`src/rtl/mmu_banked.sv`:
```
// Banked MMU: CR/PCR/MCR/RCR and page-pointer registers, the strobes for the address-decode
// PLA, page-0/1 relocation and common-RAM bank forcing.
module mmu_banked #(
    parameter int         NUM_PCR   = 4,
    parameter int         BANK_BITS = 2,
    parameter logic [7:0] VERSION   = 8'h20
) (
    input  logic                 clk,
    input  logic                 reset_n,
    input  logic [15:0]          a,
    input  logic [7:0]           d_in,
    input  logic                 rw,
    input  logic                 aec,
    input  logic                 game_in,
    input  logic                 exrom_in,
    output logic [7:0]           d_out,
    output logic                 d_oe,
    output logic [3:0]           ms,
    output logic                 io_sel,
    output logic                 z80en,
    output logic                 fsdir,
    output logic                 game_out,
    output logic                 exrom_out,
    output logic                 c64_mode,
    output logic [1:0]           vic_bank,
    output logic [BANK_BITS-1:0] bank,
    output logic [7:0]           ta
);

    logic [7:0] cr, mcr, rcr;
    logic [7:0] p0_lo, p0_hi, p1_lo, p1_hi;
    logic [7:0] p0_stage, p1_stage;
    logic [7:0] pcr [NUM_PCR];

    logic [7:0] hi;
    logic [3:0] off;
    logic       d5_hit, ff_hit, we_d5, we_ff;
    logic [7:0] pcr_rd, mcr_rd;

    assign hi  = a[15:8];
    assign off = a[3:0];

    assign d5_hit = aec && (hi == 8'hD5) && !cr[0] && !mcr[6] && (a[7:4] == 4'h0);
    assign ff_hit = aec && (hi == 8'hFF) && (a[7:0] <= 8'(NUM_PCR)) && !mcr[6];
    assign we_d5  = d5_hit && !rw;
    assign we_ff  = ff_hit && !rw;
    assign d_oe   = (d5_hit || ff_hit) && rw;

    // Cartridge sense lines replace the stored bits 5:4 on readback.
    assign mcr_rd = {mcr[7], mcr[6], exrom_in, game_in, mcr[3:0]};

    assign ms        = cr[5:2];
    assign io_sel    = !cr[0];
    assign z80en     = !mcr[0];
    assign fsdir     = mcr[3];
    assign game_out  = mcr[4];
    assign exrom_out = mcr[5];
    assign c64_mode  = mcr[6];
    assign vic_bank  = rcr[7:6];

    always_comb begin
        pcr_rd = 8'hFF;
        for (int i = 0; i < NUM_PCR; i++) begin
            if (off == 4'(i + 1)) pcr_rd = pcr[i];
        end
        d_out = 8'h00;
        if (d_oe) begin
            if (ff_hit) begin
                d_out = (off == 4'h0) ? cr : pcr_rd;
            end else begin
                case (off)
                    4'h0:                      d_out = cr;
                    4'h1, 4'h2, 4'h3, 4'h4:    d_out = pcr_rd;
                    4'h5:                      d_out = mcr_rd;
                    4'h6:                      d_out = rcr;
                    4'h7:                      d_out = p0_lo;
                    4'h8:                      d_out = p0_hi;
                    4'h9:                      d_out = p1_lo;
                    4'hA:                      d_out = p1_hi;
                    4'hB:                      d_out = VERSION;
                    default:                   d_out = 8'hFF;
                endcase
            end
        end
    end

    always_ff @(posedge clk) begin
        if (!reset_n) begin
            cr       <= 8'h00;
            mcr      <= 8'h01;
            rcr      <= 8'h00;
            p0_lo    <= 8'h00;
            p0_hi    <= 8'h00;
            p1_lo    <= 8'h00;
            p1_hi    <= 8'h01;
            p0_stage <= 8'h00;
            p1_stage <= 8'h00;
            for (int i = 0; i < NUM_PCR; i++) pcr[i] <= 8'h00;
        end else begin
            if (we_d5) begin
                case (off)
                    4'h0: cr  <= d_in;
                    4'h5: mcr <= d_in;
                    4'h6: rcr <= d_in;
                    4'h7: begin
                        p0_lo <= d_in;
                        p0_hi <= p0_stage;
                    end
                    4'h8: p0_stage <= d_in;
                    4'h9: begin
                        p1_lo <= d_in;
                        p1_hi <= p1_stage;
                    end
                    4'hA: p1_stage <= d_in;
                    default: ;
                endcase
                for (int i = 0; i < NUM_PCR; i++) begin
                    if (off == 4'(i + 1)) pcr[i] <= d_in;
                end
            end
            // FF01..FF0N writes ignore the data and load CR from the matching preconfig.
            if (we_ff) begin
                if (off == 4'h0) begin
                    cr <= d_in;
                end else begin
                    for (int i = 0; i < NUM_PCR; i++) begin
                        if (off == 4'(i + 1)) cr <= pcr[i];
                    end
                end
            end
        end
    end

    logic [7:0] common_size;
    logic [1:0] rel_bank;
    logic       relocated, in_common;

    always_comb begin
        ta        = hi;
        rel_bank  = 2'b00;
        relocated = 1'b0;
        if (aec) begin
            if (hi == 8'h00) begin
                ta = p0_lo;  rel_bank = p0_hi[1:0]; relocated = 1'b1;
            end else if ((hi == p0_lo) && (p0_lo != 8'h00)) begin
                ta = 8'h00;  rel_bank = p0_hi[1:0]; relocated = 1'b1;
            end else if (hi == 8'h01) begin
                ta = p1_lo;  rel_bank = p1_hi[1:0]; relocated = 1'b1;
            end else if ((hi == p1_lo) && (p1_lo != 8'h01)) begin
                ta = 8'h01;  rel_bank = p1_hi[1:0]; relocated = 1'b1;
            end
        end

        case (rcr[1:0])
            2'b00:   common_size = 8'd4;
            2'b01:   common_size = 8'd16;
            2'b10:   common_size = 8'd32;
            default: common_size = 8'd64;
        endcase
        // Top region starts at 256 - size pages; the 8-bit wrap gives that directly.
        in_common = (rcr[2] && (ta < common_size)) ||
                    (rcr[3] && (ta >= (8'h00 - common_size)));

        if (!aec || in_common) bank = '0;
        else if (relocated)    bank = BANK_BITS'(rel_bank);
        else                   bank = BANK_BITS'(cr[7:6]);
    end

endmodule

```
`config.mk`:
```
export PLATFORM = sky130hd
export DESIGN_NAME = mmu_banked
export DESIGN_NICKNAME = d
export VERILOG_FILES = /design/src/rtl/mmu_banked.sv
export SDC_FILE = /design/constraint.sdc
export NUM_CORES = 1
export LEC_CHECK = 0
export ABC_CLOCK_PERIOD_IN_PS = 4200
export CELL_PAD_IN_SITES_DETAIL_PLACEMENT = 1
export CELL_PAD_IN_SITES_GLOBAL_PLACEMENT = 1
export CORE_AREA = 10 10 160 125
export DETAILED_ROUTE_END_ITERATION = 12
export DIE_AREA = 0 0 170 135
export PLACE_DENSITY_LB_ADDON = 0.1
export SLEW_MARGIN = 20
export SYNTH_ARGS = -nofsm -noshare
export SYNTH_HDL_FRONTEND = slang
export SYNTH_SLANG_ARGS = --single-unit
```
`constraint.sdc`:
```
create_clock -name clk -period 4.2 [get_ports clk]
set_clock_uncertainty 0.05 [all_clocks]
set_input_delay 0.84 -clock clk [delete_from_list [all_inputs] [get_ports clk]]
set_output_delay 0.84 -clock clk [all_outputs]
set_load 0.01 [all_outputs]
```
* Word level (Yosys, flattened, before mapping) *
Memory sizes are Yosys's and may differ from the RTL's.
Cells that the tools add are included.

word-level totals
  register bits = 72
  bits in latches = 0
  RAM bits = 32
  bits in read-only memories = 0
  input bits = 30
  word-level logic and storage cells = 126
  memories kept = 1

memories
  name  words  width  read ports  clocked after Yosys merged registers in  write ports  RTL line  text
  pcr   4      8      4           0                                        4            33        logic [7:0] pcr [NUM_PCR];

cells by class
  add/sub/neg operators = 1
  multiply operators = 0
  div/mod/pow operators = 0
  magnitude comparators = 3
  eq/ne operators = 19
  shifts and indexed selects = 0
  multiplexer cells = 55
  bitwise logic cells = 4
  reduce and logical (&&, ||, !) cells = 34

operator list
  kind                                                                              count
  8-bit 2-to-1 mux                                                                  24
  8-bit case mux with 9 select lines                                                1
  1-bit 2-to-1 mux                                                                  22
  7-bit case mux with 3 select lines                                                1
  4-bit by 3-bit equality test with 1-bit output, second input constant             4
  4-bit equality test, second input constant                                        4
  8-bit equality test                                                               2
  8-bit equality test, second input constant                                        2
  1-bit logical AND                                                                 14
  2-bit 2-to-1 mux                                                                  7
  2-bit AND reduction                                                               6
  4-bit by 2-bit equality test with 1-bit output, second input constant             2
  8-bit by 1-bit equality test with 1-bit output, second input constant             1
  8-bit >= comparator                                                               1
  8-bit by 3-bit less-or-equal comparator with 1-bit output, second input constant  1
  4-bit zero test                                                                   2
  8-bit zero test                                                                   1
  8-bit < comparator                                                                1
  8-bit by 1-bit != test with 1-bit output, second input constant                   1
  8-bit nonzero test                                                                1
  1-bit by 8-bit subtractor with 8-bit output, first input constant                 1
  1-bit zero test                                                                   5
  4-bit by 1-bit equality test with 1-bit output, second input constant             1
  1-bit bitwise OR                                                                  4
  5 further kinds                                                                   7

* Longest topological paths before layout *
Gate-level depths: netlist of run 1.

  depth after elaboration = 13
  mapped depth = 15

* Least setup slack after synthesis of run 1 *
OpenSTA, ideal clock, no wires.

  kind = input to output
  start point = in a[10]
  end point = out bank[1]
  data arrival time = 3.625 ns
  data required time = 3.310 ns
  setup slack = -0.315 ns
  stages = 12
  buffers on the path = 0
  cell sequence = or4_4 nor2_2 nand2_2 nor2_1 a22oi_1 o21ai_0 ha_1 a21o_1 or3b_2 o22ai_1 a21oi_1 a211oi_1

on the way
  longest elaborated chain between the ends = 12
  elaborated cells between the ends (all ways) = 29
  those cells by class = 2 x order compare; 3 x eq/ne; 17 x mux; 7 x reduce/logical

RTL lines
  item                                                       RTL line  text
  start, declared                                            10        input logic [15:0] a,
  8-bit equality test                                        149       end else if ((hi == p1_lo) && (p1_lo != 8'h01)) begin
  1-bit logical AND                                          149
  8-bit 2-to-1 mux                                           149
  8-bit 2-to-1 mux                                           147       end else if (hi == 8'h01) begin
  8-bit 2-to-1 mux                                           145       end else if ((hi == p0_lo) && (p0_lo != 8'h00)) begin
  8-bit 2-to-1 mux (*)                                       143       if (hi == 8'h00) begin
  8-bit 2-to-1 mux (*)                                       142       if (aec) begin
  named net ta[4]                                            27        output logic [7:0] ta
  8-bit < comparator or 8-bit >= comparator (tied branches)  161, 162
  1-bit logical AND (on tied branches)                       161, 162
  1-bit logical OR (*)                                       161       in_common = (rcr[2] && (ta < common_size)) ||
  1-bit logical OR (*)                                       164       if (!aec || in_common) bank = '0;
  2-bit 2-to-1 mux (*)                                       164
  end, declared                                              26        output logic [BANK_BITS-1:0] bank,

The timed path passes the listed nets; every way through them passes the cells marked *.

* Final worst setup path of run 1 *
  start point = in a[10]
  end point = out bank[1]

on the way
  longest elaborated chain between the ends = 12
  elaborated cells between the ends (all ways) = 29
  those cells by class = 2 x order compare; 3 x eq/ne; 17 x mux; 7 x reduce/logical

RTL lines
  item                                                       RTL line
  8-bit equality test                                        149
  1-bit logical AND                                          149
  8-bit 2-to-1 mux                                           149
  8-bit 2-to-1 mux                                           147
  8-bit 2-to-1 mux                                           145
  8-bit 2-to-1 mux                                           143
  8-bit 2-to-1 mux                                           142
  8-bit < comparator or 8-bit >= comparator (tied branches)  161, 162
  1-bit logical AND (on tied branches)                       161, 162
  1-bit logical OR                                           161
  1-bit logical OR                                           164
  2-bit 2-to-1 mux (*)                                       164

Mark *: on every way between the ends. The rest lies on a longest branch, timed or not.

==> impl_metrics.ini, run 1 <==
[sta]
setup_viol = 2
fin_tns_setup_ns = -0.972
period_minus_slack_ns = 4.70
rsz0062_at_grt = true
fin_crit_sh = 1.12
fin_ws_ns = -0.496
tightest_slew_ns = 0.725
slew-limit-headroom = 0.513
hold_viol_final = 0
finalMaxSlewViolations = 0
fmax_mhz = 213

[final_layout]
layout_common_cells = buf_4, nand2_1, dfxtp_1, clkdlybuf4s50_1
area_growth_pct = 33.9
final_util = 0.516
stdcell_count = 1154
antenna_cells = 0
final_cell_area_sq_um = 8600
mostFrequentLayoutCell = buf_4
fillers = 1982
drive_gt1_frac = 0.248
finalNetCount = 972

[yosys]
avgSynthCellArea_sq_um = 8.21
synth_edf_count = 32
syn_inst = 782
synth.area.top_cells = dfxtp_1, edfxtp_1, nand2_1, mux2i_1, nor3_1
synth_top_cell_by_area = dfxtp_1
synth_nets = 820
ys_ff_latch = 104
synth.distinct_cells = 70
synthFlopType = dfxtp_1
ys_seq_area_frac = 0.374
syn-cell-area_sq_um = 6420
yosysWarnings = 0
synthDominantCellAreaShare = 0.224
async_reset_ff_frac = 0

[worst_setup_path]
cp_slowest_cell = or3_4
crit_path_end_kind = output pin
crit_arrival_ns = 3.81
r2r_end = cr[5]
r2r_cells = 7
crit_fanout = 5
critical-path-top-delay-family = compound AO/OA/AOI/OAI gates
cp.buffers_inverters = 4
ff2ff_setup_slack_ns = 1.92
r2r-start = mcr[6]
required_ns = 3.31
slowest_delay_ns = 0.38
path_class = in -> out
crit_cells = 17
crit_chain = buf_8 -> xor2_2 -> a211o_1 -> or3_4 -> a22oi_2 -> a2bb2oi_2 -> a21o_1 -> ha_2 -> or3b_4 -> a21o_1 -> buf_4 -> a41oi_2 -> o22ai_2 -> a21oi_2 -> buf_4 -> a211oi_2 -> buf_2
startpoint_type = input pin

[global_routing]
grt_pass1_wl_mm = 41.3
grt-ovfl-total = 0
grt_max_degree = 66
antenna_found_initial = 1
track_usage = 0.234
grt_pass1_vias = 6914

[power_and_ir_drop]
vdd_ir_drop_max_uv = 178
p_leak_nw = 3.39
p_per_area_nw_per_um2 = 262

[worst_hold_path]
hold_class = reg -> reg
hold_end = p0_hi[5]
hold_start = p0_hi[5]
whs_path_depth = 2

[drt]
wire_per_inst_um = 23.2
drt_iter0_drc = 467
post_drt_via_cell_ratio = 5.76
routed_wl_mm = 26.8
drtAntennaViolNets = 0
vias = 6642
drt_first_pass_iters = 4
drc = 0

[placed_design]
io_buffer_count = 60
gp_congestion = 0.883
hpwl_mm = 20.8
dpl_worst_slack_ns = -1.36
dp_cells = 1130
place_area_sq_um = 8110

[clock_tree]
worstSkewPairLatency_ns = 0.36
cts_buffers = 9
root_buffer = clkbuf_16
htreeDepth = 3
clkSlewWorstSetupHoldPaths_ns = 0.08
clkSinkCount = 104
cts_buffer_depth = 2
holdBufCountCts = 0
tritoncts = yes

[floorplanning]
die_x_um = 170
die_h_um = 135
core_area_sq_um = 16700
die_area_sq_um = 23000
std_cell_rows = 41
initial_core_util = 0.385
ios = 61

[outcome]
status = finished, violations left
violations = negative setup slack

[job]
maxCapViolCount = 0
## metal layers
layer,share of wire,vias to the layer above,global-route usage
met2,0.41,240,0.341
met3,0.081,26,0.0579
met5,0,-,0
li1,-,3107,-
met4,0.016,0,0.0564
met1,0.49,3269,0.335
## cell families after synthesis
| family | share of synthesized area |
|---|---|
| AOI/OAI and AO/OA | 0.233 |
| xor gates and xnor gates | 0.0205 |
| and+or+nand+nor | 0.236 |
| muxes | 0.0427 |
| buffers and inverters | 0.0773 |
| DFF | 0.374 |
| adders and majority gates | 0.0156 |
| other | 0.000584 |
## layout make-up
type,instances,area (sq um),share of cell area
Multi-Input combinational cell,571,3740,0.435
Timing Repair Buffer,209,1750,0.203
Tap cell,215,269,0.0313
Clock buffer,9,225,0.0262
Sequential cell,104,2400,0.279
Inverter,39,146,0.0170
Clock inverter,7,67.6,0.00786
## registers in the layout, indices dropped and copies added, names as in the netlist
name and count:
pcr 32, cr 8, mcr 8, p0_hi 8, p0_lo 8, p0_stage 8
p1_hi 8, p1_lo 8, p1_stage 8, rcr 8
## per-stage QoR
stage	total power [mW]	hold slack [ns]
2_1_floorplan	1.23	0.378
3_3_place_gp	1.39	0.389
3_5_place_dp	1.40	0.406
4_1_cts	2.26	0.413
5_1_grt	2.34	0.439
6_report	2.25	0.409
## tightest hold or removal path: stages, from the launching register on
cell,delay [ns]
dfxtp_1,0.32
nand2_1,0.05
a21boi_1,0.05
## how the worst max path moves through the flow
stage	to	startpoint
after floorplan	bank[0]	a[15]
after CTS	bank[0]	a[14]
after detailed placement	bank[0]	a[12]
after global routing	bank[0]	p0_lo[3]
after global placement	bank[0]	a[12]
final	bank[1]	a[10]
## cell usage after synthesis, types with 4 or more instances
cell,n
buf_6,5
edfxtp_1,32
o31ai_1,5
inv_1,39
a221oi_1,10
a311oi_1,7
nand2b_1,12
a211o_1,4
and2_1,5
xnor2_1,6
a21boi_0,24
nor3_1,40
buf_2,7
nor2b_1,25
nor4_1,5
mux2i_1,24
nor2_1,42
clkbuf_1,41
nand3_1,17
a21boi_1,21
o21ai_0,30
and3_1,6
xor2_1,9
ha_1,8
o41ai_1,7
a211oi_1,10
o32ai_1,7
nand2_1,129
a21oi_1,28
dfxtp_1,72
a31oi_1,16
buf_4,11
a22oi_1,12
## where the power goes
group | internal [mW] | total (mW) | switching, mW
combinational | 0.151 | 0.337 | 0.186
clock | 0.424 | 0.861 | 0.437
sequential | 1.05 | 1.05 | 0.00714
total | 1.62 | 2.25 | 0.630
## timing repair
action	4_1_cts	5_1_grt
buffers inserted	4	4
resized for setup	71	19
pin swaps	17	14
setup endpoints to repair	19	8
Power figures use the tool's default switching activity.
==> inputs of run 2 (changes only) <==
--- a/config.mk
+++ b/config.mk
@@ -8,10 +8,12 @@
 export ABC_CLOCK_PERIOD_IN_PS = 4200
 export CELL_PAD_IN_SITES_DETAIL_PLACEMENT = 1
 export CELL_PAD_IN_SITES_GLOBAL_PLACEMENT = 1
-export CORE_AREA = 10 10 160 125
+export CORE_AREA = 10 10 147 135
 export DETAILED_ROUTE_END_ITERATION = 12
-export DIE_AREA = 0 0 170 135
+export DIE_AREA = 0 0 157 145
 export PLACE_DENSITY_LB_ADDON = 0.1
+export REMOVE_ABC_BUFFERS = 1
+export SETUP_SLACK_MARGIN = 0.2
 export SLEW_MARGIN = 20
 export SYNTH_ARGS = -nofsm -noshare
 export SYNTH_HDL_FRONTEND = slang
==> run 2 against run 1 <==
Effect of this change: the run still ends with negative setup slack left; fmax grew 1.4%; largest cell class unchanged; via count shrank 1.0%; sequential cell count is the same; hold slack gained 0.0040 ns; largest power group unchanged; register-to-register slack lost 0.28 ns.
==> impl_metrics.ini, run 2 (synthesis gave the netlist of run 1 again) <==
[placed_design]
dp_cells = 1111
io_buffer_count = 60
hpwl_mm = 20.0
place_area_sq_um = 7900
gp_congestion = 0.917
dpl_worst_slack_ns = -1.52

[sta]
setup_viol = 2
fin_ws_ns = -0.430
fmax_mhz = 216
hold_viol_final = 0
fin_crit_sh = 1.10
period_minus_slack_ns = 4.63
finalMaxSlewViolations = 0
tightest_slew_ns = 0.778
slew-limit-headroom = 0.478
rsz0062_at_grt = true
fin_tns_setup_ns = -0.836

[drt]
wire_per_inst_um = 23.5
drt_first_pass_iters = 5
drt_iter0_drc = 399
drc = 0
vias = 6573
routed_wl_mm = 26.8
post_drt_via_cell_ratio = 5.75
drtAntennaViolNets = 0

[global_routing]
grt_max_degree = 66
antenna_found_initial = 0
grt_pass1_wl_mm = 40.8
track_usage = 0.231
grt-ovfl-total = 0
grt_pass1_vias = 6910

[clock_tree]
cts_buffer_depth = 2
clkSinkCount = 104
clkSlewWorstSetupHoldPaths_ns = 0.08
root_buffer = clkbuf_16
htreeDepth = 3
holdBufCountCts = 0
worstSkewPairLatency_ns = 0.36
tritoncts = yes
cts_buffers = 9

[final_layout]
top_register = pcr
finalNetCount = 965
drive_gt1_frac = 0.248
fillers = 1985
antenna_cells = 0
stdcell_count = 1143
mostFrequentLayoutCell = buf_4
largest_register_ffs = 32
final_cell_area_sq_um = 8550
layout_common_cells = buf_4, nand2_1, dfxtp_1, nor2_1
area_growth_pct = 33.1

[floorplanning]
initial_core_util = 0.384
die_h_um = 145
die_area_sq_um = 22800
die_x_um = 157
ios = 61
core_area_sq_um = 16700
std_cell_rows = 45

[worst_setup_path]
r2r_cells = 6
startpoint_type = input pin
path_class = in -> out
required_ns = 3.31
crit_fanout = 3
crit_path_end_kind = output pin
r2r-start = mcr[6]
ff2ff_setup_slack_ns = 1.64
crit_arrival_ns = 3.74
r2r_end = cr[3]
startpoint = a[14]
crit_end = bank[1]

[worst_hold_path]
whs_path_depth = 2
hold_class = reg -> reg

[power_and_ir_drop]
swShare = 0.272
power.total_mw = 2.30
pwr-share-comb = 0.145
p_leak_nw = 3.34
p_switching_mw = 0.627
vdd_ir_drop_max_uv = 218
clkPwrFrac = 0.397
p_int_mw = 1.67
seqPwrFrac = 0.458
p_per_area_nw_per_um2 = 269

[outcome]
status = finished, violations left
violations = negative setup slack

[job]
maxCapViolCount = 0
run 2: cell types whose count changed in the layout (fill, tap and decap cells not counted), sizes merged:
cell / before / now
buf: 161 / 153
clkdlybuf4s50: 40 / 33
dlygate4sd2: 6 / 12
inv: 45 / 41
clkinv: 1 / 4
a211o: 4 / 5
bufinv: 0 / 1
clkbuf: 9 / 10
run 2: layout make-up:
class	count	area (sq um)	share of cell area
inverters	39	146	0.0171
well taps	211	264	0.0309
flip-flops and latches	104	2400	0.281
repair buffers	201	1650	0.193
multi-input cells	572	3760	0.440
clock buffers	9	225	0.0264
clock inverters	7	98.8	0.0116
run 2: power groups by stage:
stage / logic (mW) / registers (mW) / clock network [mW]
floorplan: 0.109 / 1.08 / 0
global placement: 0.298 / 1.08 / 0
detailed placement: 0.302 / 1.08 / 0
CTS: 0.321 / 1.06 / 0.929
global route: 0.356 / 1.06 / 0.976
finish: 0.333 / 1.06 / 0.914
run 2: metal layers:
metal  GRT usage  share of wire  wire [um]
met5           0              0          0
met4      0.0524          0.017        448
met3      0.0463          0.062       1670
met2       0.350           0.44      11800
met1       0.329           0.48      12900
run 2: repair_timing:
action / CTS / global route
gates cloned: 1 / 0
setup endpoints to repair: 19 / 9
pin swaps: 22 / 15
setup buffers: 12 / 3
gates resized for setup: 100 / 22
run 2: stage by stage:
stage / hold WS [ns] / util
6_report: 0.413 / 0.511
5_1_grt: 0.429 / 0.511
4_1_cts: 0.416 / 0.508
3_5_place_dp: 0.400 / 0.472
3_3_place_gp: 0.389 / 0.472
2_1_floorplan: 0.378 / -
run 2: how the worst min path moves through the flow:
stage,start,slack (ns),endpoint
6_report,p0_stage[5],0.41,p0_hi[5]
5_1_grt,mcr[2],0.43,mcr[2]
4_1_cts,p0_stage[5],0.42,p0_hi[5]
3_5_place_dp,p0_stage[5],0.40,p0_hi[5]
3_3_place_gp,p0_stage[4],0.39,p0_hi[4]
2_1_floorplan,mcr[7],0.38,mcr[7]
run 2: worst max-delay path, stage by stage:
cell,delay (ns)
buf_6,0.09
or4_4,0.58
nor3_4,0.18
a22oi_2,0.12
a2bb2oi_2,0.14
a21o_1,0.19
ha_2,0.17
or3b_4,0.22
a21o_1,0.17
or3b_4,0.41
o22ai_4,0.14
a21oi_4,0.06
a211oi_2,0.23
buf_2,0.17
